### src/rtl/draw_rectangle_gen_if.sv
// Bundles the request, geometry and point-stream signals of the
// rectangle outline generator into one port.
// The slave modport faces the generator.
// The master modport faces whoever issues requests and consumes points.
interface draw_rectangle_gen_if #(
   parameter int DW = 32
);
   logic                 _start;
   logic signed [DW-1:0] s_x;
   logic signed [DW-1:0] s_y;
   logic signed [DW-1:0] height;
   logic signed [DW-1:0] width;
   logic signed [DW-1:0] _out0;
   logic signed [DW-1:0] _out1;
   logic                 _valid;
   logic                 _done;

   modport master (
      output _start, s_x, s_y, height, width,
      input  _out0, _out1, _valid, _done
   );

   modport slave (
      input  _start, s_x, s_y, height, width,
      output _out0, _out1, _valid, _done
   );
endinterface

### src/rtl/draw_rectangle_gen.sv
// Rectangle outline point generator.
//
// Emits the outline points of a rectangle, one point per clock. The
// ROWS phase walks the y extent and emits the top and bottom edges
// as pairs. The COLS phase then walks the x extent and emits the left
// and right edges as pairs. A non-positive extent skips its phase.
// Corner points are emitted again where the phases overlap.
//
// The geometry is latched when a start request is accepted, so the
// inputs may change freely while a sequence runs. Outputs are
// registered. The first point appears the cycle after the accepting
// edge. The outputs keep their last value whenever _valid is low.
//
// Optional feature: define DRAW_RECTANGLE_RESTART_EN to let a start
// request during ROWS/COLS abort the running sequence and restart it
// with the new geometry. When the macro is not defined, such a request
// is ignored.
module draw_rectangle_gen #(
   parameter int DW = 32
) (
   input logic                  _clock,
   input logic                  _reset,
   draw_rectangle_gen_if.slave  bus
);

   typedef enum logic [1:0] {
      IDLE = 2'd0,
      ROWS = 2'd1,
      COLS = 2'd2,
      DONE = 2'd3
   } state_t;

   localparam logic [DW-1:0] ONE = {{(DW-1){1'b0}}, 1'b1};

   state_t        state_reg, state_next;
   logic [DW-1:0] i_reg,     i_next;
   logic          phase_reg, phase_next;
   logic [DW-1:0] x_reg,     x_next;
   logic [DW-1:0] y_reg,     y_next;
   logic [DW-1:0] h_reg,     h_next;
   logic [DW-1:0] w_reg,     w_next;
   logic [DW-1:0] out0_reg,  out0_next;
   logic [DW-1:0] out1_reg,  out1_next;
   logic          valid_reg, valid_next;
   logic          done_reg,  done_next;
   logic          start_ok;
   logic          accept;

   // A two's-complement value is strictly positive when its sign bit
   // is clear and it is not zero.
   function automatic logic is_pos(input logic [DW-1:0] v);
      return !v[DW-1] && (|v);
   endfunction

   // State, latched geometry and registered outputs; reset clears everything at once
   always_ff @(posedge _clock or posedge _reset) begin
      if (_reset) begin
         state_reg <= IDLE;
         i_reg     <= '0;
         phase_reg <= 1'b0;
         x_reg     <= '0;
         y_reg     <= '0;
         h_reg     <= '0;
         w_reg     <= '0;
         out0_reg  <= '0;
         out1_reg  <= '0;
         valid_reg <= 1'b0;
         done_reg  <= 1'b0;
      end else begin
         state_reg <= state_next;
         i_reg     <= i_next;
         phase_reg <= phase_next;
         x_reg     <= x_next;
         y_reg     <= y_next;
         h_reg     <= h_next;
         w_reg     <= w_next;
         out0_reg  <= out0_next;
         out1_reg  <= out1_next;
         valid_reg <= valid_next;
         done_reg  <= done_next;
      end
   end

   // Next-state logic: accept a request, or step to the next point of the outline
   always_comb begin
      state_next = state_reg;
      i_next     = i_reg;
      phase_next = phase_reg;
      x_next     = x_reg;
      y_next     = y_reg;
      h_next     = h_reg;
      w_next     = w_reg;
      out0_next  = out0_reg;
      out1_next  = out1_reg;
      valid_next = 1'b0;
      done_next  = done_reg;

`ifdef DRAW_RECTANGLE_RESTART_EN
      start_ok = 1'b1;
`else
      start_ok = (state_reg == IDLE) || (state_reg == DONE);
`endif
      accept = bus._start && start_ok;

      if (accept) begin
         // Latch the geometry and present the first point straight from
         // the inputs. ROWS and COLS both begin at (s_x, s_y).
         x_next     = bus.s_x;
         y_next     = bus.s_y;
         h_next     = bus.height;
         w_next     = bus.width;
         i_next     = '0;
         phase_next = 1'b0;
         done_next  = 1'b0;
         if (is_pos(bus.width)) begin
            state_next = ROWS;
            out0_next  = bus.s_x;
            out1_next  = bus.s_y;
            valid_next = 1'b1;
         end else if (is_pos(bus.height)) begin
            state_next = COLS;
            out0_next  = bus.s_x;
            out1_next  = bus.s_y;
            valid_next = 1'b1;
         end else begin
            // Empty rectangle: signal completion without any points.
            state_next = DONE;
            done_next  = 1'b1;
         end
      end else begin
         // state/i/phase identify the point currently on the outputs.
         // Each cycle advances to the next point.
         case (state_reg)
            ROWS: begin
               if (!phase_reg) begin
                  phase_next = 1'b1;
                  out0_next  = x_reg + h_reg - ONE;
                  out1_next  = y_reg + i_reg;
                  valid_next = 1'b1;
               end else if (i_reg != w_reg - ONE) begin
                  i_next     = i_reg + ONE;
                  phase_next = 1'b0;
                  out0_next  = x_reg;
                  out1_next  = y_reg + i_reg + ONE;
                  valid_next = 1'b1;
               end else if (is_pos(h_reg)) begin
                  state_next = COLS;
                  i_next     = '0;
                  phase_next = 1'b0;
                  out0_next  = x_reg;
                  out1_next  = y_reg;
                  valid_next = 1'b1;
               end else begin
                  state_next = DONE;
                  phase_next = 1'b0;
                  done_next  = 1'b1;
               end
            end
            COLS: begin
               if (!phase_reg) begin
                  phase_next = 1'b1;
                  out0_next  = x_reg + i_reg;
                  out1_next  = y_reg + w_reg - ONE;
                  valid_next = 1'b1;
               end else if (i_reg != h_reg - ONE) begin
                  i_next     = i_reg + ONE;
                  phase_next = 1'b0;
                  out0_next  = x_reg + i_reg + ONE;
                  out1_next  = y_reg;
                  valid_next = 1'b1;
               end else begin
                  state_next = DONE;
                  phase_next = 1'b0;
                  done_next  = 1'b1;
               end
            end
            default: begin
               // IDLE and DONE hold everything until a request arrives.
            end
         endcase
      end
   end

   assign bus._out0  = out0_reg;
   assign bus._out1  = out1_reg;
   assign bus._valid = valid_reg;
   assign bus._done  = done_reg;

endmodule

### src/flat_wrapper.sv
// flat-port wrapper written by rule: the top's interface ports become plain ports
module draw_rectangle_gen_flat 
#(
   parameter int DW = 32
)
  (_clock, _reset, bus__start, bus_s_x, bus_s_y, bus_height, bus_width, bus__out0, bus__out1, bus__valid, bus__done);
  draw_rectangle_gen_if #(.DW(DW)) bus_i ();
  input logic _clock;
  input logic _reset;
  input wire logic [$bits(bus_i._start)-1:0] bus__start;
  input wire logic [$bits(bus_i.s_x)-1:0] bus_s_x;
  input wire logic [$bits(bus_i.s_y)-1:0] bus_s_y;
  input wire logic [$bits(bus_i.height)-1:0] bus_height;
  input wire logic [$bits(bus_i.width)-1:0] bus_width;
  output wire logic [$bits(bus_i._out0)-1:0] bus__out0;
  output wire logic [$bits(bus_i._out1)-1:0] bus__out1;
  output wire logic [$bits(bus_i._valid)-1:0] bus__valid;
  output wire logic [$bits(bus_i._done)-1:0] bus__done;
  assign bus_i._start = bus__start;
  assign bus_i.s_x = bus_s_x;
  assign bus_i.s_y = bus_s_y;
  assign bus_i.height = bus_height;
  assign bus_i.width = bus_width;
  assign bus__out0 = bus_i._out0;
  assign bus__out1 = bus_i._out1;
  assign bus__valid = bus_i._valid;
  assign bus__done = bus_i._done;
  draw_rectangle_gen #(.DW(DW)) u_core (._clock(_clock), ._reset(_reset), .bus(bus_i));
endmodule
### config.mk
export PLATFORM = sky130hd
export DESIGN_NAME = draw_rectangle_gen_flat
export DESIGN_NICKNAME = d
export VERILOG_FILES = /design/src/rtl/draw_rectangle_gen_if.sv /design/src/rtl/draw_rectangle_gen.sv /design/src/flat_wrapper.sv
export SDC_FILE = /design/constraint.sdc
export NUM_CORES = 1
export LEC_CHECK = 0
export ABC_AREA = 1
export ABC_CLOCK_PERIOD_IN_PS = 6400
export BUFFER_PORTS_ARGS = -buffer_cell sky130_fd_sc_hd__buf_2
export CORE_MARGIN = 2
export CORE_UTILIZATION = 55
export DETAILED_ROUTE_END_ITERATION = 7
export HOLD_SLACK_MARGIN = 0.05
export PLACE_DENSITY = 0.76
export SLEW_MARGIN = 20
export SYNTH_ARGS = -nofsm -noshare
export SYNTH_HDL_FRONTEND = slang
export SYNTH_SLANG_ARGS = --single-unit
### constraint.sdc
create_clock -name _clock -period 6.4 [get_ports _clock]
set_input_delay 0.64 -clock _clock [delete_from_list [all_inputs] [get_ports _clock]]
set_output_delay 0.64 -clock _clock [all_outputs]
set_load 0.01 [all_outputs]
==> results of run 1 <==
-- layer usage --
| metal | vias up | global-route usage, % |
|---|---|---|
| li1 | 13800 | - |
| met1 | 13000 | 58.3 |
| met2 | 1589 | 55.6 |
| met3 | 221 | 10.8 |
| met4 | 2 | 17.2 |
| met5 | - | 0 |
-- cells in the final DEF, fill, tap and decap left out, drive strengths merged, types with 10 or more instances in the layout --
master  instances
xnor2          66
o21bai         16
a21oi         291
nor2          451
nor3           54
nand3b         13
nand4          94
a31oi          14
ha            193
o21ai         339
nand3         248
nand2        1134
a21boi         15
o211ai         22
dfrtp         229
clkbuf         43
buf           214
or2            20
inv           663
xor2          121
a21o           10
nor4           29
-- logic make-up after synthesis --
family,after synthesis,share of synthesized area [%]
AND/OR/NAND/NOR,2055,33.8
buffers and inverters,796,11.8
AO/OA/AOI/OAI,745,15.7
flip-flops,229,22.2
adder cells (fa/ha/maj),197,9.67
XOR/XNOR,191,6.75
multiplexers,1,0.0436
-- worst max-delay path by stage --
| stage | startpoint | to | slack [ns] | depth (start not counted) |
|---|---|---|---|---|
| after floorplan | _reset | u_core.bus._done | 2.77 | 1 |
| after global placement | u_core.w_reg[0] | u_core.bus._out0[16] | 2.23 | 18 |
| after detailed placement | u_core.w_reg[0] | u_core.bus._out0[17] | 2.16 | 18 |
| after CTS | u_core.w_reg[0] | u_core.bus._out0[17] | 2.14 | 18 |
| after global routing | u_core.w_reg[0] | u_core.bus._out0[17] | 1.81 | 18 |
| final | u_core.w_reg[0] | u_core.bus._out0[17] | 2.01 | 19 |
-- cells in the mapped netlist, types with 17 or more instances --
master    instances
buf_1            20
ha_1            193
dfrtp_1         229
xnor2_1          66
inv_1           650
clkbuf_1         87
xor2_1          119
nor2_1          426
o211ai_1         22
nor4_1           29
or2_2            18
nand2_1        1130
nand4_1          92
nand3_1         243
a21oi_1         290
buf_2            17
nor3_1           52
o21ai_0         327
-- through the flow --
stage | utilization, % | cell area (um2) | cells | hold WS [ns]
6_report | 60.6 | 28200 | 4953 | 0.212
5_1_grt | 60.6 | 28200 | 4952 | 0.268
4_1_cts | 60.6 | 28200 | 4952 | 0.220
3_5_place_dp | 58.5 | 27200 | 4902 | 0.465
3_3_place_gp | 58.5 | 27200 | 4902 | 0.458
2_1_floorplan | - | 25800 | 4214 | 0.481
-- critical path, stage by stage (launching register included) --
cell and delay (ns):
dfrtp_1 0.40, inv_2 0.11, ha_1 0.20, nand3_2 0.16, inv_2 0.10, nand2_1 0.11
nor2_2 0.14, nand2_1 0.13, nor2_1 0.15, xor2_1 0.25, nand2_1 0.08, nor2_1 0.12
nand3_1 0.14, nor2_4 0.67, nand4_1 0.16, nand2_1 0.13, inv_2 0.05, nand2_4 0.06
buf_4 0.75, o21ai_0 0.25
-- final cells by class --
cell class              count  area (um2)
fillers                  4730       18300
multi-input cells        3189       17000
flip-flops and latches    229        5730
inverters                 663        2500
repair buffers            214        1150
clock buffers              43         848
well taps                 607         759
clock inverters             7         139
diodes                      1        2.50
==> results_dict.tcl, run 1 <==
set metrics [dict create \
    status "completed" \
    cts_inserted_buffers 29 \
    skew_ns 0.0165 \
    fp.dieW_um 221 \
    io_buffers 196 \
    cp.arrival_ns 4.81 \
    synthCells 4214 \
    path_class "flip-flop to flip-flop" \
    hold_buffers 0 \
    drv_cap 0 \
    clockRootBuffer "clkbuf_16" \
    gr-total-overflow 0 \
    synth_edf_count 0 \
    place_worst_setup_slack_ns 2.16 \
    grt_pass1_wl_um 148000 \
    setup_slack_ns 2.01 \
    nets 4654 \
    synth-async-reset-ratio_pct 100 \
    gr-usage-all-layers_pct 40.2 \
    max_clock_freq_ghz 0.228 \
    cts.clk_slew.worst_paths_ns 0.06 \
    post-route-min-period_ns 4.39 \
    vias_per_cell 5.79 \
    ys_seq_elements 229 \
    first_global_vias 25400 \
    cts_setup_buffers 0 \
    crit_fanout 77 \
    crit_required_ns 6.82 \
    start_util_pct 55.6 \
    vias 28700 \
    hp-class "input port to async pin" \
    synth_top_cell_area_share_pct 22.2 \
    report.final.slew_viol_count 0 \
    finalHoldViolCount 0 \
    wl_per_cell_um 20.0 \
    finalWirelength_um 98900 \
    synth_nets 4542 \
    r2r_setup_slack_ns 2.01 \
    drt-pass1-iter-count 6 \
    rr_startpoint "u_core.w_reg[0]" \
    wl_met2_um 38500 \
    clk_latency_ns 0.60 \
    die_y_um 221 \
    yosysWarningCount 0 \
    tns_ns 0 \
    globalplace.congestion 1.03 \
    dp_hpwl_um 76200 \
    netlist_area_mm2 0.0258 \
    core_mm2 0.0465 \
    cts_max_level 1 \
    ys_types 61 \
    cts_tree "done" \
    tightest_slew_ns 1.16 \
    ys_seq_area_share_pct 22.2 \
    drt_iter0_drc 3439 \
    rsz0062_at_grt "false" \
    syn2layout_area_growth_pct 9.14 \
    antenna_found_initial 2 \
    ctsResizeCount 0 \
    clkSinkCount 229 \
    die_area_mm2 0.0487 \
    wirelength_met1_um 42200 \
    fin_crit_sh_pct 68.6 \
    syn_area_per_cell_um2 6.12 \
    max_slew_margin_pct 22.9 \
    final_antenna_net_count 0 \
    ios 197 \
    rows 79 \
    cp-end-kind "flip-flop" \
    yosys.area.top_type "dfrtp_1" \
    ys.flop_type "dfrtp_1" \
    top_layer "met5" \
    setup_viol 0 \
    wl_met3_um 13400 \
    critPathLaunchType "flip-flop" \
    synth_area_leaders "dfrtp_1 22%, nand2_1 16%, inv_1 9.5%" \
    drive_gt1_share_pct 7.89 \
    clockBufferDepth 3 \
    drcViolationCount 0 \
    reg2reg_to "u_core.bus._out0[17]" \
    reg2regPathDepth 19 \
    grt_max_degree 194 \
]
Power of run 1 is left out: the tool's default activity adds up to more than one toggle a clock period on the data nets, which glitch-free logic cannot reach.
==> run 2, diff against run 1 <==
ABC_CLOCK_PERIOD_IN_PS = 4320   (was 6400)
PLACE_DENSITY = 0.73   (was 0.76)
clock period = 4.32 ns   (was 6.4 ns; I/O delays follow)
==> run 2 against run 1 <==
Against the previous run:
- critical path depth did not move
- register-to-register slack got worse by 1.7 ns
- flip-flop and latch count did not move
- utilization rose by 0.99 points
- cell area rose by 1.6%
- sequential share of layout area fell by 0.33 points
- count of clock-buffer cells in the layout fell by 1
- non-clock buffer count rose by 51
- global-route usage rose by 1.9 points
==> results_dict.tcl, run 2 (synthesis gave the netlist of run 1 again) <==
set metrics [dict create \
    globalplace.congestion 1.05 \
    clkSinkCount 229 \
    die_y_um 221 \
    core_mm2 0.0465 \
    dp_hpwl_um 83300 \
    grt_pass1_wl_um 154000 \
    rr_startpoint "u_core.i_reg[0]" \
    syn2layout_area_growth_pct 10.9 \
    clk_latency_ns 0.60 \
    ios 197 \
    cts_tree "done" \
    cp.arrival_ns 4.51 \
    nets 4704 \
    post-route-min-period_ns 3.98 \
    die_area_mm2 0.0487 \
    r2r_setup_slack_ns 0.34 \
    tightest_slew_ns 0.880 \
    path_cells "ha_1, inv_1, fa_1, inv_1, nand2_1, o21ai_2, xor2_1, nand3_1, nor2_2, nand2_1, nor2_2, nand4_1, nor2_2, nand3_1, nand2_1, nand3_1, nand2_1, nand2_1, a21oi_1" \
    drive_gt1_share_pct 9.00 \
    hp-class "input port to flip-flop" \
    finalWirelength_um 104000 \
    cts_inserted_buffers 28 \
    report.final.slew_viol_count 0 \
    setup_slack_ns 0.336 \
    fp.dieW_um 221 \
    max_slew_margin_pct 41.3 \
    vias_per_cell 5.79 \
    cp-startpoint "u_core.i_reg[0]" \
    crit_top_cell "nand2_1" \
    gr-total-overflow 0 \
    vias 29000 \
    critPathLaunchType "flip-flop" \
    fin_crit_sh_pct 92.2 \
    rows 79 \
    wl_per_cell_um 20.8 \
    gr-usage-all-layers_pct 42.1 \
    crit_required_ns 4.85 \
    place_worst_setup_slack_ns 0.455 \
    reg2reg_to "u_core.bus._out0[29]" \
    endpoint "u_core.bus._out0[29]" \
    rsz0062_at_grt "false" \
    skew_ns 0.0254 \
    fin_cells 5006 \
    status "completed" \
    ctsResizeCount 0 \
    grt_max_degree 131 \
    drcViolationCount 0 \
    io_buffers 196 \
    drt-pass1-iter-count 6 \
    drt_iter0_drc 3473 \
    cp-end-kind "flip-flop" \
    first_global_vias 25800 \
    setup_viol 0 \
    final_cell_mix "1,129 x nand2_1, 648 x inv_1, 426 x nor2_1" \
    cts.clk_slew.worst_paths_ns 0.06 \
    finalHoldViolCount 0 \
    cpPeakStageDelay_ns 0.54 \
    crit_fanout 6 \
    layout_commonest_cell "nand2_1" \
    holdWs_ns 0.0622 \
    final_antenna_net_count 0 \
    clockBufferDepth 3 \
    clockRootBuffer "clkbuf_16" \
    drv_cap 0 \
    path_class "flip-flop to flip-flop" \
    max_clock_freq_ghz 0.251 \
    cp_slowest_cell "dfrtp_1" \
    tns_ns 0 \
    reg2regPathDepth 19 \
    cts_setup_buffers 0 \
    antenna_found_initial 4 \
    start_util_pct 55.6 \
    cts_max_level 1 \
    dp_cells 4951 \
]
-- run 2: changes by cell type in the layout (fill, tap and decap cells not counted) --
| cell | delta |
|---|---|
| buf_4 | +45 |
| clkinv_2 | +3 |
| buf_12 | +4 |
| clkbuf_1 | -2 |
| dlygate4sd3_1 | +2 |
| clkbuf_8 | +1 |
-- run 2: how the worst min path moves through the flow --
stage | endpoint | cells after the start | start
after floorplan | u_core.state_reg[0] | 2 | u_core.state_reg[0]
after global placement | u_core.bus._out1[18] | 2 | u_core.bus._out1[18]
after detailed placement | u_core.bus._out1[4] | 2 | u_core.bus._out1[4]
after CTS | u_core.y_reg[22] | 3 | bus_s_y[22]
after global routing | u_core.x_reg[3] | 3 | bus_s_x[3]
final | u_core.x_reg[3] | 3 | bus_s_x[3]
-- run 2: through the flow --
step	area [um2]	utilization [%]
after floorplan	25800	-
after global placement	27600	59.4
after detailed placement	27600	59.4
after CTS	28600	61.6
after global routing	28600	61.6
final	28600	61.6
-- run 2: worst max-delay path: cells and delay by family, from the launching register on --
family,cells,cell delay (ns)
XOR/XNOR,1,0.33
flip-flops,1,0.54
adder cells (fa/ha/maj),2,0.75
AND/OR/NAND/NOR,12,1.76
buffers and inverters,2,0.18
AO/OA/AOI/OAI,2,0.35
-- run 2: final cells by class --
type                            instances  area [um2]
Multi-Input combinational cell       3189       17000
Sequential cell                       229        5730
Clock inverter                         10         154
Fill cell                            4733       17800
Tap cell                              607         759
Clock buffer                           42         855
Inverter                              663        2500
Antenna cell                            1        2.50
Timing Repair Buffer                  265        1590
-- run 2: layer usage --
metal	vias up	track usage (%)	wire, um
met5	-	0	23
met3	201	13.3	14000
met2	1603	59.3	40900
met4	4	13.0	3770
li1	13900	-	-
met1	13300	61.0	45300
-- run 2: what timing repair did --
action | CTS | global route
setup endpoints to repair | 0 | 0
endpoints found under the hold margin | 33 | 0
hold buffers | 2 | 0
Power of run 2 is left out for the same reason.
